<file path="src/rtl/clk_div_pkg.sv">
`default_nettype none
// +----------------------------------------------------------------------+
// | clk_div_pkg : shared constants, channel-select width helper, state   |
// | Rev 1.0                                                              |
// +----------------------------------------------------------------------+
package clk_div_pkg;

  localparam int c_def_div = 64;
  localparam int c_div_w   = 27;

  // Snapshot of one channel's state at the default counter width.
  typedef struct packed {
    logic [c_div_w-1:0] cnt;
    logic [c_div_w-1:0] div_act;
    logic [c_div_w-1:0] div_shd;
    logic               pend;
    logic               run;
  } chan_state_t;

  function automatic int ch_width(input int n);
    return (n <= 1) ? 1 : $clog2(n);
  endfunction

endpackage
`default_nettype wire

</file>
<file path="src/rtl/clk_div_chan.sv">
`default_nettype none
// +----------------------------------------------------------------------+
// | clk_div_chan : one divider channel with shadowed divisor             |
// | Rev 1.0                                                              |
// +----------------------------------------------------------------------+
module clk_div_chan import clk_div_pkg::*; #(
  parameter int DIV_W   = c_div_w,
  parameter int DEF_DIV = c_def_div
) (
  input  logic             clki,
  input  logic             rst_n,
  input  logic             i_en,
  input  logic             i_sync,
  input  logic             i_ld_we,
  input  logic [DIV_W-1:0] i_ld_div,
  output logic             o_pending,
  output logic             o_clk_out,
  output logic             o_tick
);

  localparam logic [DIV_W-1:0] c_one = DIV_W'(1);
  localparam logic [DIV_W-1:0] c_def = DIV_W'(DEF_DIV);

  logic [DIV_W-1:0] r_cnt;
  logic [DIV_W-1:0] r_div_act;
  logic [DIV_W-1:0] r_div_shd;
  logic             r_pend;
  logic             r_run;
  logic             r_clk_out;
  logic             r_tick;

  logic [DIV_W-1:0] w_div_nxt;
  logic [DIV_W-1:0] w_cnt_inc;
  logic             w_wrap;

  // Divisor in force once the current boundary has been taken.
  assign w_div_nxt = r_pend ? r_div_shd : r_div_act;
  assign w_cnt_inc = r_cnt + c_one;
  assign w_wrap    = (r_cnt == (r_div_act - c_one));

  always_ff @(posedge clki or negedge rst_n) begin
    if (!rst_n) begin
      r_cnt     <= '0;
      r_div_act <= c_def;
      r_div_shd <= c_def;
      r_pend    <= 1'b0;
      r_run     <= 1'b0;
      r_clk_out <= 1'b0;
      r_tick    <= 1'b0;
    end else begin
      r_clk_out <= 1'b0;
      r_tick    <= 1'b0;
      if (!i_en || !r_run) begin
        r_cnt     <= '0;
        r_div_act <= w_div_nxt;
        r_pend    <= 1'b0;
        if (i_en && (w_div_nxt != '0)) begin
          r_run     <= 1'b1;
          r_tick    <= 1'b1;
          r_clk_out <= (w_div_nxt > c_one);
        end else begin
          r_run     <= 1'b0;
        end
      end else if (i_sync || w_wrap) begin
        r_cnt     <= '0;
        r_div_act <= w_div_nxt;
        r_pend    <= 1'b0;
        if (w_div_nxt == '0) begin
          r_run     <= 1'b0;
        end else begin
          r_tick    <= 1'b1;
          r_clk_out <= (w_div_nxt > c_one);
        end
      end else begin
        r_cnt     <= w_cnt_inc;
        r_clk_out <= (w_cnt_inc < (r_div_act >> 1));
      end
      // Loads are only granted while nothing is pending, so this never
      // collides with a shadow being applied on the same edge.
      if (i_ld_we) begin
        r_div_shd <= i_ld_div;
        r_pend    <= 1'b1;
      end
    end
  end

  assign o_pending = r_pend;
  assign o_clk_out = r_clk_out;
  assign o_tick    = r_tick;

endmodule
`default_nettype wire

</file>
<file path="src/rtl/clk_div_prog.sv">
`default_nettype none
// +----------------------------------------------------------------------+
// | clk_div_prog : NCH-channel programmable clock/tick divider           |
// | Rev 1.0                                                              |
// +----------------------------------------------------------------------+
module clk_div_prog import clk_div_pkg::*; #(
  parameter  int NCH     = 4,
  parameter  int DIV_W   = c_div_w,
  parameter  int DEF_DIV = c_def_div,
  localparam int CH_W    = ch_width(NCH)
) (
  input  logic             clki,
  input  logic             rst_n,
  input  logic [NCH-1:0]   en,
  input  logic             sync,
  input  logic             ld_valid,
  input  logic [CH_W-1:0]  ld_ch,
  input  logic [DIV_W-1:0] ld_div,
  output logic             ld_ready,
  output logic [NCH-1:0]   pending,
  output logic [NCH-1:0]   clk_out,
  output logic [NCH-1:0]   tick
);

  logic [NCH-1:0] w_ld_we;
  logic           w_ld_fire;

  // Out-of-range channels always accept so the load completes harmlessly.
  always_comb begin
    ld_ready = 1'b1;
    for (int i = 0; i < NCH; i++) begin
      if (ld_ch == CH_W'(i)) ld_ready = ~pending[i];
    end
  end

  assign w_ld_fire = ld_valid & ld_ready;

  generate
    for (genvar g = 0; g < NCH; g++) begin : g_chan
      assign w_ld_we[g] = w_ld_fire && (ld_ch == CH_W'(g));

      clk_div_chan #(
        .DIV_W   (DIV_W),
        .DEF_DIV (DEF_DIV)
      ) u_chan (
        .clki      (clki),
        .rst_n     (rst_n),
        .i_en      (en[g]),
        .i_sync    (sync),
        .i_ld_we   (w_ld_we[g]),
        .i_ld_div  (ld_div),
        .o_pending (pending[g]),
        .o_clk_out (clk_out[g]),
        .o_tick    (tick[g])
      );
    end
  endgenerate

endmodule
`default_nettype wire

</file>
<file path="config.mk">
export PLATFORM = sky130hd
export DESIGN_NAME = clk_div_prog
export DESIGN_NICKNAME = d
export VERILOG_FILES = /design/src/rtl/clk_div_pkg.sv /design/src/rtl/clk_div_chan.sv /design/src/rtl/clk_div_prog.sv
export SDC_FILE = /design/constraint.sdc
export NUM_CORES = 1
export LEC_CHECK = 0
export ABC_AREA = 1
export CORE_MARGIN = 4
export CORE_UTILIZATION = 65
export CTS_CLUSTER_DIAMETER = 30
export CTS_CLUSTER_SIZE = 8
export DETAILED_ROUTE_END_ITERATION = 16
export PLACE_DENSITY = 0.84
export SETUP_SLACK_MARGIN = 0.02
export SKIP_CTS_REPAIR_TIMING = 1
export SLEW_MARGIN = 20
export SYNTH_ARGS = -nofsm -noshare
export SYNTH_HDL_FRONTEND = slang
export SYNTH_SLANG_ARGS = --single-unit
export TNS_END_PERCENT = 10
</file>
<file path="constraint.sdc">
create_clock -name clki -period 8.85 [get_ports clki]
set_input_delay 2.2125 -clock clki [delete_from_list [all_inputs] [get_ports clki]]
set_output_delay 2.2125 -clock clki [all_outputs]
set_load 0.01 [all_outputs]
</file>
Word-level counts from Yosys, hierarchy flattened
Index checks and enable logic that the tools add are counted.

Flip-flop bits (word level): 340. Input port bits: 37.

Bitwise operators: 5. Order comparisons: 8. Mux-type cells: 80. Eq/ne operators: 7. Add/sub/neg operators: 8. Reduce and logical (&&, ||, !) cells: 49.

Operator list (number): 27-bit two-way mux (20); 27-bit by 1-bit adder with 27-bit output, second input constant (4); 27-bit equality test (4); 27-bit by 1-bit greater-than comparator with 1-bit output, second input constant (4); 27-bit logical NOT (4); 27-bit by 26-bit less-than comparator with 1-bit output (4); 27-bit nonzero test (4); 27-bit by 1-bit subtractor with 27-bit output, second input constant (4); 1-bit two-way mux (60); 2-bit nonzero test (8); 3-bit nonzero test (4); 1-bit logical AND (8); 1-bit logical NOT (8); 1-bit logical OR (8); 2-bit AND reduction (4); 2-bit equality test, second input constant (2); 1-bit NOT (4); 2-bit by 1-bit equality test with 1-bit output, second input constant (1); 2-bit logical NOT (1); 1-bit AND (1).

Longest topological paths before layout
Gate-level depths: netlist (run 1).

Depth after elaboration: 8. Mapped depth: 25.

Hierarchy
A second synthesis (run 1) with hierarchy kept.

Cell total of the unflattened synthesis: 3345. Area total of the unflattened synthesis: 23393.7 µm².

Modules (own cells, without submodules): clk_div_chan at g_chan[0].u_chan ... (instances 3, cells an instance 826, area an instance 5800.6 µm²); clk_div_chan at g_chan[3].u_chan (instances 1, cells an instance 850, area an instance 5911.9 µm²); clk_div_prog (instances 1, cells an instance 17, area an instance 80.1 µm²).

Worst setup path before layout (run 1)
OpenSTA, ideal clock, no wires.

Kind: input-to-output. Start: input port ld_ch[0]. End: output port ld_ready. Arrival time: 2.908 ns. Cell stages on the path: 5. Slack: 3.729 ns. Path through: clkbuf_1 nor2_1 nand2_1 nand3_1 a31oi_1.

Longest elaborated chain between the ends: 5. Elaborated cells on any way between the ends: 8. Those cells by class: eq/ne (3); mux (4); reduce/logical (1).

RTL lines: start: declaration (RTL line clk_div_prog.sv:17) `input logic [CH_W-1:0] ld_ch,`; 2-bit logical NOT (RTL line clk_div_prog.sv:32) `if (ld_ch == CH_W'(i)) ld_ready = ~pending[i];`; 1-bit two-way mux (3 in a row) (RTL line clk_div_prog.sv:32); 1-bit two-way mux (*) (RTL line clk_div_prog.sv:32); end: declaration (RTL line clk_div_prog.sv:19) `output logic ld_ready,`.

Mark *: on every way between the ends. The rest lies on a longest branch, timed or not.

Worst setup path after layout (run 1)
Ends and elaborated chain as after synthesis.

==> flow_summary.yaml, run 1 <==
sta:
  grt_setup_unrepaired: "no"
  slew_violations: 0
  hold_slack_ns: 0.4782
  period_minus_slack_ns: 6.204
  final-hold-violation-count: 0
  setup_violations: 0
  max_freq_mhz: 161.2
  layout_setup_ws_ns: 2.647
  tightest_slew_ns: 1.017
  post-route-period-util: 0.7010
  slew_headroom: 0.3223
  finalSetupTns_ns: 0
  finalClockSkew_ns: 0.02190
layout:
  drive_above_1_share: 0.07477
  layout.nets: 3434
  nFillCells: 2555
  diodes: 0
  area_delta_synth_final_pct: 15.08
worst_setup_path:
  path_cells: "clkdlybuf4s50_1, nor2_1, nand2_1, nand3_1, a31oi_1, clkdlybuf4s50_1"
  critPathCaptureType: "primary output"
  crit_arrival_ns: 3.99
  crit_top_cell: "clkdlybuf4s50_1"
  critPathMaxStageDelay_ns: 0.62
  path_buf_inv: 2
  crit_fanout: 6
  critPathKind: "primary input to primary output"
  cp.required_ns: 6.64
  start_kind: "primary input"
  slowest_stage: "clkdlybuf4s50_1"
  crit_family: "buffers and inverters"
grt:
  grt_overflow: 0
  first_global_vias: 21230
  grt_pass1_wl_mm: 106.7
  grt_usage: 0.3422
  antenna_found_initial: 2
  grt_max_degree: 185
power:
  power_leakage_nw: 13.20
  vdd_drop_max_uv: 234.1
  power_mw: 6.757
  p_per_area_mw_per_mm2: 256.3
routing:
  antenna_left: 0
  totalWireLength_mm: 65.94
  avgRoutedWirePerCell_um: 17.30
  viasPerCell: 5.728
  vias: 21840
  first_iter_violations: 2085
  drc_errors: 0
  drtPass1Iterations: 7
synthesis:
  yosys-top-cells-area: "dfrtp_1 (36%), nand2_1 (13%), inv_1 (7.4%)"
  synth-edff-count: 0
  yosys.area.top_type: "dfrtp_1"
  synth_warnings: 0
  synth_cells: 3241
  syn_area_per_cell_um2: 7.069
  synth.top_cell.area_share: 0.3626
  ys_types: 44
  async_flop_share: 1.000
  yosysSeqAreaShare: 0.3718
  synth_seq_cells: 340
  syn-num-nets: 3386
  synth_flop_cell: "dfrtp_1"
  netlist_area_mm2: 0.02291
placement:
  preCtsSetupSlack_ns: 2.708
  io_buffers: 49
  hpwl_mm: 47.82
  gp_congestion: 0.9482
hold_path:
  hold_path_class: "flip-flop to flip-flop"
cts:
  cts.sinks: 340
  cts_tree: "built"
  clkLatencyLatePin_ns: 0.60
  cts.path.max_buffers: 3
  clk_pin_slew_ns: 0.04
  root_buffer: "clkbuf_16"
  cts_buffers: 83
  htreeDepth: 3
outcome:
  outcome: "completed"
floorplanning:
  die_h_um: 195.7
  die_w_um: 195.7
  num_rows: 68
  ioPinCount: 50
  core_area_mm2: 0.03463
  die_area_mm2: 0.03832
  start_util: 0.6617
run:
  drv_cap: 0
-- layout by cell type (no fill, tap or decap), types with 3 or more instances in the layout --
| master | instances |
|---|---|
| o211ai_1 | 7 |
| or2_2 | 33 |
| a21oi_1 | 84 |
| xnor2_1 | 45 |
| inv_6 | 3 |
| clkbuf_8 | 14 |
| nor4_1 | 12 |
| inv_1 | 449 |
| buf_4 | 12 |
| nor3_2 | 6 |
| ha_1 | 108 |
| dfstp_2 | 8 |
| clkinv_4 | 4 |
| o21ai_0 | 249 |
| xnor3_1 | 4 |
| nand2_2 | 9 |
| nand3b_1 | 22 |
| nand2_1 | 823 |
| clkinv_1 | 3 |
| bufinv_16 | 8 |
| nor2_4 | 10 |
| nor3_1 | 41 |
| o21bai_1 | 9 |
| clkinv_2 | 16 |
| clkinvlp_4 | 7 |
| clkbuf_1 | 14 |
| clkdlybuf4s50_1 | 48 |
| nor2_1 | 425 |
| o21a_1 | 9 |
| xor2_1 | 112 |
| o21ai_1 | 85 |
| clkbuf_16 | 83 |
| inv_2 | 6 |
| dfrtp_1 | 332 |
| nand3_2 | 6 |
| nand3_1 | 134 |
| nand4_1 | 80 |
| nor2_2 | 19 |
-- area by class of cell --
type | count | area (µm²) | share of cell area
well taps | 455 | 569.3 | 0.02159
clock inverters | 42 | 526.8 | 0.01998
multi-input cells | 2344 | 12110 | 0.4591
repair buffers | 62 | 605.6 | 0.02297
flip-flops and latches | 340 | 8518 | 0.3231
inverters | 458 | 1719 | 0.06520
clock buffers | 111 | 2322 | 0.08808
-- kinds of logic (layout without fill, tap and decap cells) --
group | after synthesis | count (layout) | synth area share
adder cells (fa/ha/maj) | 108 | 108 | 0.05898
AO/OA/AOI/OAI | 452 | 452 | 0.1028
flip-flops | 340 | 340 | 0.3718
buffers and inverters | 557 | 673 | 0.1001
AND/OR/NAND/NOR | 1623 | 1623 | 0.3024
XOR/XNOR | 161 | 161 | 0.06395
-- sequential cells by signal, indices dropped and copies added (netlist names) --
name / count
g_chan.u_chan.r_cnt: 108
g_chan.u_chan.r_div_act: 108
g_chan.u_chan.r_div_shd: 108
g_chan.u_chan.o_clk_out: 4
g_chan.u_chan.o_pending: 4
g_chan.u_chan.o_tick: 4
g_chan.u_chan.r_run: 4
-- worst min-delay path: stages, from the launching register on --
cell and delay [ns]:
dfrtp_1 0.33, nand2_1 0.05, o21ai_0 0.06
-- path summary, 6_finish.rpt --
check / from / to / slack [ns] / cells past startpoint
max: ld_ch[0] / ld_ready / 2.65 / 6
min: g_chan[1].u_chan.r_div_shd[20] / g_chan[1].u_chan.r_div_shd[20] / 0.48 / 2
max reg2reg: g_chan[3].u_chan.r_cnt[0] / g_chan[3].u_chan.o_clk_out / 4.77 / 22
min reg2reg: g_chan[1].u_chan.r_div_shd[20] / g_chan[1].u_chan.r_div_shd[20] / 0.48 / 2
max in group asynchronous: rst_n / g_chan[2].u_chan.r_cnt[0] / 5.71 / 2
min in group asynchronous: rst_n / g_chan[0].u_chan.r_cnt[15] / 1.67 / 1
-- cells in the mapped netlist (all sizes together), types with 45 or more instances --
library cell	count
clkbuf	48
nand3	140
nor3	47
xnor2	45
o21ai	335
nand4	80
nand2	832
buf	51
dfrtp	332
nor2	454
xor2	112
ha	108
a21oi	84
inv	455
-- stage by stage --
step / utilization / cells / area, µm²
floorplan: - / 3241 / 22910
global placement: 0.6791 / 3659 / 23520
detailed placement: 0.6791 / 3659 / 23520
CTS: 0.7614 / 3812 / 26370
global route: 0.7614 / 3812 / 26370
finish: 0.7614 / 3812 / 26370
-- routing by layer --
| layer | up-vias | global-route usage | wire, µm | share of wire |
|---|---|---|---|---|
| met2 | 947 | 0.5619 | 31110 | 0.47 |
| met4 | 0 | 0.1355 | 2533 | 0.038 |
| met1 | 10280 | 0.4451 | 27010 | 0.41 |
| met5 | - | 0 | 0 | 0 |
| met3 | 180 | 0.07385 | 5275 | 0.080 |
| li1 | 10440 | - | - | - |
-- where the power goes --
part	switching [mW]	internal (mW)	leakage (nW)	total [mW]
logic	1.09	0.557	7.44	1.65
registers	0.262	1.80	4.38	2.06
clock network	0.977	2.07	1.38	3.05
total	2.33	4.43	13.2	6.76
Note: power is estimated with default switching activity, not from simulation.
==> inputs of run 2 (changes only) <==
--- a/config.mk
+++ b/config.mk
@@ -7,11 +7,11 @@
 export LEC_CHECK = 0
 export ABC_AREA = 1
 export CORE_MARGIN = 4
-export CORE_UTILIZATION = 65
+export CORE_UTILIZATION = 64
 export CTS_CLUSTER_DIAMETER = 30
 export CTS_CLUSTER_SIZE = 8
 export DETAILED_ROUTE_END_ITERATION = 16
-export PLACE_DENSITY = 0.84
+export PLACE_DENSITY = 0.83
 export SETUP_SLACK_MARGIN = 0.02
 export SKIP_CTS_REPAIR_TIMING = 1
 export SLEW_MARGIN = 20
==> constraint.sdc (replaced) <==
create_clock -name clki -period 5.92 [get_ports clki]
set_input_delay 1.48 -clock clki [delete_from_list [all_inputs] [get_ports clki]]
set_output_delay 1.48 -clock clki [all_outputs]
set_load 0.01 [all_outputs]
==> flow_summary.yaml, run 2 (synthesis results as in run 1) <==
layout:
  area_delta_synth_final_pct: 14.93
  final_cells: 3809
  reg_top3: "g_chan.u_chan.r_cnt (108), g_chan.u_chan.r_div_act (108), g_chan.u_chan.r_div_shd (108)"
  drive_above_1_share: 0.07228
  layout.nets: 3431
  diodes: 0
  final_cell_mix: "nand2_1 (823), inv_1 (449), nor2_1 (425)"
  final_common_cell: "nand2_1"
  final_util: 0.7421
power:
  power_leakage_nw: 13.17
  vdd_drop_max_uv: 326.5
  power_mw: 10.03
  p_per_area_mw_per_mm2: 381.0
worst_setup_path:
  critPathKind: "primary input to primary output"
  crit_fanout: 6
  start_kind: "primary input"
  cp.required_ns: 4.44
  crit_arrival_ns: 3.23
  critPathCaptureType: "primary output"
placement:
  gp_congestion: 0.9696
  placed_cells: 3669
  hpwl_mm: 47.98
  io_buffers: 49
routing:
  antenna_left: 0
  drtPass1Iterations: 8
  drc_errors: 0
  vias: 21690
  first_iter_violations: 1728
  totalWireLength_mm: 65.43
  avgRoutedWirePerCell_um: 17.18
  viasPerCell: 5.695
sta:
  period_minus_slack_ns: 4.708
  post-route-period-util: 0.7952
  tightest_slew_ns: 0.9705
  finalClockSkew_ns: 0.01442
  slew_violations: 0
  grt_setup_unrepaired: "no"
  slew_headroom: 0.3530
  max_freq_mhz: 212.4
  final-hold-violation-count: 0
  setup_violations: 0
  finalSetupTns_ns: 0
floorplanning:
  die_w_um: 197.2
  start_util: 0.6457
  core_area_mm2: 0.03548
  die_area_mm2: 0.03889
  die_h_um: 197.2
  ioPinCount: 50
  num_rows: 69
grt:
  first_global_vias: 21260
  grt_max_degree: 119
  antenna_found_initial: 2
  grt_usage: 0.3384
  grt_overflow: 0
  grt_pass1_wl_mm: 106.5
cts:
  htreeDepth: 3
  cts_buffers: 76
  cts_tree: "built"
  root_buffer: "clkbuf_16"
  cts.sinks: 340
  clk_pin_slew_ns: 0.05
  clkLatencyLatePin_ns: 0.60
  cts.path.max_buffers: 3
run:
  drv_cap: 0
hold_path:
  hold_path_class: "flip-flop to flip-flop"
outcome:
  outcome: "completed"
==> run 2: cell count changes in the layout (fill, tap and decap cells not counted), sizes merged <==
cell,before,now
clkinv,27,16
buf,14,18
clkbuf,111,107
bufinv,8,11
inv,458,457
==> run 2: path summary, 6_finish.rpt <==
path	slack [ns]	end	startpoint	cells after the start
setup / recovery	1.21	ld_ready	ld_ch[0]	6
hold / removal	0.48	g_chan[1].u_chan.r_div_shd[20]	g_chan[1].u_chan.r_div_shd[20]	2
setup reg to reg	1.95	g_chan[2].u_chan.o_clk_out	g_chan[2].u_chan.r_cnt[1]	23
hold reg to reg	0.48	g_chan[1].u_chan.r_div_shd[20]	g_chan[1].u_chan.r_div_shd[20]	2
max in group asynchronous	3.70	g_chan[0].u_chan.r_div_shd[16]	rst_n	2
min in group asynchronous	0.90	g_chan[0].u_chan.r_cnt[16]	rst_n	1
==> run 2: layout make-up <==
type	instances	area (µm²)
clock inverters	33	554.3
repair buffers	66	635.6
flip-flops and latches	340	8518
fillers	2726	9150
inverters	458	1719
multi-input cells	2344	12110
well taps	461	576.8
clock buffers	107	2221
==> run 2: routing by layer <==
metal | part of all wire | up-vias | global-route usage
li1 | - | 10410 | -
met1 | 0.42 | 10220 | 0.4451
met2 | 0.47 | 868 | 0.5634
met3 | 0.072 | 191 | 0.06004
met4 | 0.038 | 0 | 0.1276
met5 | 0 | - | 0
==> run 2: metrics by stage <==
step	area (µm²)	worst slack (ns)	hold WS, ns
6_report	26330	1.212	0.4781
5_1_grt	26330	1.084	0.4937
4_1_cts	26330	1.222	0.4778
3_5_place_dp	23550	1.227	0.4657
3_3_place_gp	23550	1.305	0.4607
2_1_floorplan	22910	2.264	0.4457
==> run 2: power by group <==
group	internal, mW	switching, mW
Combinational	0.834	1.61
Sequential	2.69	0.392
Clock	3.10	1.41
Total	6.62	3.41
==> run 2: critical path: stages <==
cell	delay, ns
clkdlybuf4s50_1	0.58
nor2_1	0.09
nand2_1	0.07
nand3_1	0.10
a31oi_1	0.30
clkdlybuf4s50_1	0.62
==> inputs of run 3 (changes only) <==
--- a/config.mk
+++ b/config.mk
@@ -7,11 +7,11 @@
 export LEC_CHECK = 0
 export ABC_AREA = 1
 export CORE_MARGIN = 4
-export CORE_UTILIZATION = 64
+export CORE_UTILIZATION = 58
 export CTS_CLUSTER_DIAMETER = 30
 export CTS_CLUSTER_SIZE = 8
 export DETAILED_ROUTE_END_ITERATION = 16
-export PLACE_DENSITY = 0.83
+export PLACE_DENSITY = 0.79
 export SETUP_SLACK_MARGIN = 0.02
 export SKIP_CTS_REPAIR_TIMING = 1
 export SLEW_MARGIN = 20
==> constraint.sdc (replaced) <==
create_clock -name clki -period 4.3 [get_ports clki]
set_input_delay 1.075 -clock clki [delete_from_list [all_inputs] [get_ports clki]]
set_output_delay 1.075 -clock clki [all_outputs]
set_load 0.01 [all_outputs]
==> flow_summary.yaml, run 3 (synthesis results as in run 1) <==
worst_setup_path:
  cp_num_cells: 6
  critPathKind: "primary input to primary output"
  start_kind: "primary input"
  crit_top_cell: "clkdlybuf4s50_1"
  r2r_setup_slack_ns: 0.46
  reg2reg_from: "g_chan[3].u_chan.r_cnt[0]"
  critPathCaptureType: "primary output"
  crit_arrival_ns: 2.79
  r2r_end: "g_chan[3].u_chan.o_clk_out"
  r2r_cells: 22
  slowest_stage: "clkdlybuf4s50_1"
  path_buf_inv: 2
  path_cells: "clkdlybuf4s50_1, nor2_1, nand2_1, nand3_1, a31oi_1, clkdlybuf4s50_1"
  critPathMaxStageDelay_ns: 0.61
  cp.required_ns: 3.22
  crit_family: "buffers and inverters"
  crit_fanout: 6
sta:
  period_minus_slack_ns: 3.861
  setup_violations: 0
  final-hold-violation-count: 0
  slew_violations: 0
  finalSetupTns_ns: 0
  max_freq_mhz: 259.0
  tightest_slew_ns: 0.8274
  slew_headroom: 0.4484
  post-route-period-util: 0.8980
  grt_setup_unrepaired: "no"
  finalClockSkew_ns: 0.01492
routing:
  first_iter_violations: 1848
  drtPass1Iterations: 7
  vias: 21560
  antenna_left: 0
  avgRoutedWirePerCell_um: 17.12
  drc_errors: 0
  totalWireLength_mm: 66.54
  viasPerCell: 5.548
run:
  drv_cap: 0
layout:
  multi_input_area_mm2: 0.01210
  final_cell_mix: "nand2_1 (823), inv_1 (449), nor2_1 (425)"
  layout.nets: 3444
  diodes: 0
  nFillCells: 3229
  seq_area_mm2: 0.008518
  final_util: 0.6889
  final_common_cell: "nand2_1"
  reg_top3: "g_chan.u_chan.r_cnt (108), g_chan.u_chan.r_div_act (108), g_chan.u_chan.r_div_shd (108)"
  area_delta_synth_final_pct: 16.75
  drive_above_1_share: 0.07928
  final_cells: 3886
outcome:
  outcome: "completed"
cts:
  clkLatencyLatePin_ns: 0.60
  cts_tree: "built"
  cts.sinks: 340
  htreeDepth: 3
  root_buffer: "clkbuf_16"
  cts.path.max_buffers: 3
  cts_buffers: 81
  clk_pin_slew_ns: 0.05
floorplanning:
  start_util: 0.5901
  die_h_um: 206.8
  ioPinCount: 50
  die_area_mm2: 0.04275
  num_rows: 72
  die_w_um: 206.8
  core_area_mm2: 0.03883
placement:
  placed_cells: 3734
  io_buffers: 49
  gp_congestion: 0.9688
  hpwl_mm: 49.76
power:
  power_leakage_nw: 13.34
  p_per_area_mw_per_mm2: 536.3
  power_mw: 14.35
  vdd_drop_max_uv: 543.3
hold_path:
  hold_path_class: "primary input to async pin"
grt:
  grt_overflow: 0
  grt_usage: 0.3160
  first_global_vias: 20950
  grt_max_degree: 91
  grt_pass1_wl_mm: 107.7
  antenna_found_initial: 2
## run 3: report_power, final
part	internal (mW)	leakage (nW)	switching, mW
Sequential	3.70	4.38	0.543
Combinational	1.16	7.51	2.22
Clock	4.70	1.45	2.02
## run 3: per-stage QoR
| stage | hold WS, ns | setup WS, ns | area (µm²) |
|---|---|---|---|
| 2_1_floorplan | 0.4457 | 1.199 | 22910 |
| 3_3_place_gp | 0.4633 | 0.5032 | 23720 |
| 3_5_place_dp | 0.4675 | 0.4749 | 23720 |
| 4_1_cts | 0.4818 | 0.4432 | 26750 |
| 5_1_grt | 0.4984 | 0.1267 | 26750 |
| 6_report | 0.4731 | 0.4387 | 26750 |
## run 3: worst max-delay path by stage
stage | start | to
floorplan | g_chan[2].u_chan.r_cnt[1] | g_chan[2].u_chan.o_clk_out
detailed placement | ld_ch[0] | ld_ready
CTS | ld_ch[0] | ld_ready
global placement | ld_ch[0] | ld_ready
global route | g_chan[3].u_chan.r_cnt[0] | g_chan[3].u_chan.o_clk_out
finish | ld_ch[0] | ld_ready
## run 3: routing by layer
metal / track usage / vias up / routed length (µm)
met2: 0.5273 / 759 / 31890
li1: - / 10450 / -
met1: 0.4101 / 10200 / 27620
met5: 0 / - / 0
met3: 0.06608 / 153 / 4885
met4: 0.1138 / 0 / 2147
## run 3: final cells by class
class                      instances  share of cell area
multi-input combinational       2344              0.4524
sequential                       340              0.3184
clock buffer                     105             0.08639
inverter                         458             0.06427
timing repair buffer              74             0.02741
clock inverter                    47             0.02690
tap                              518             0.02423
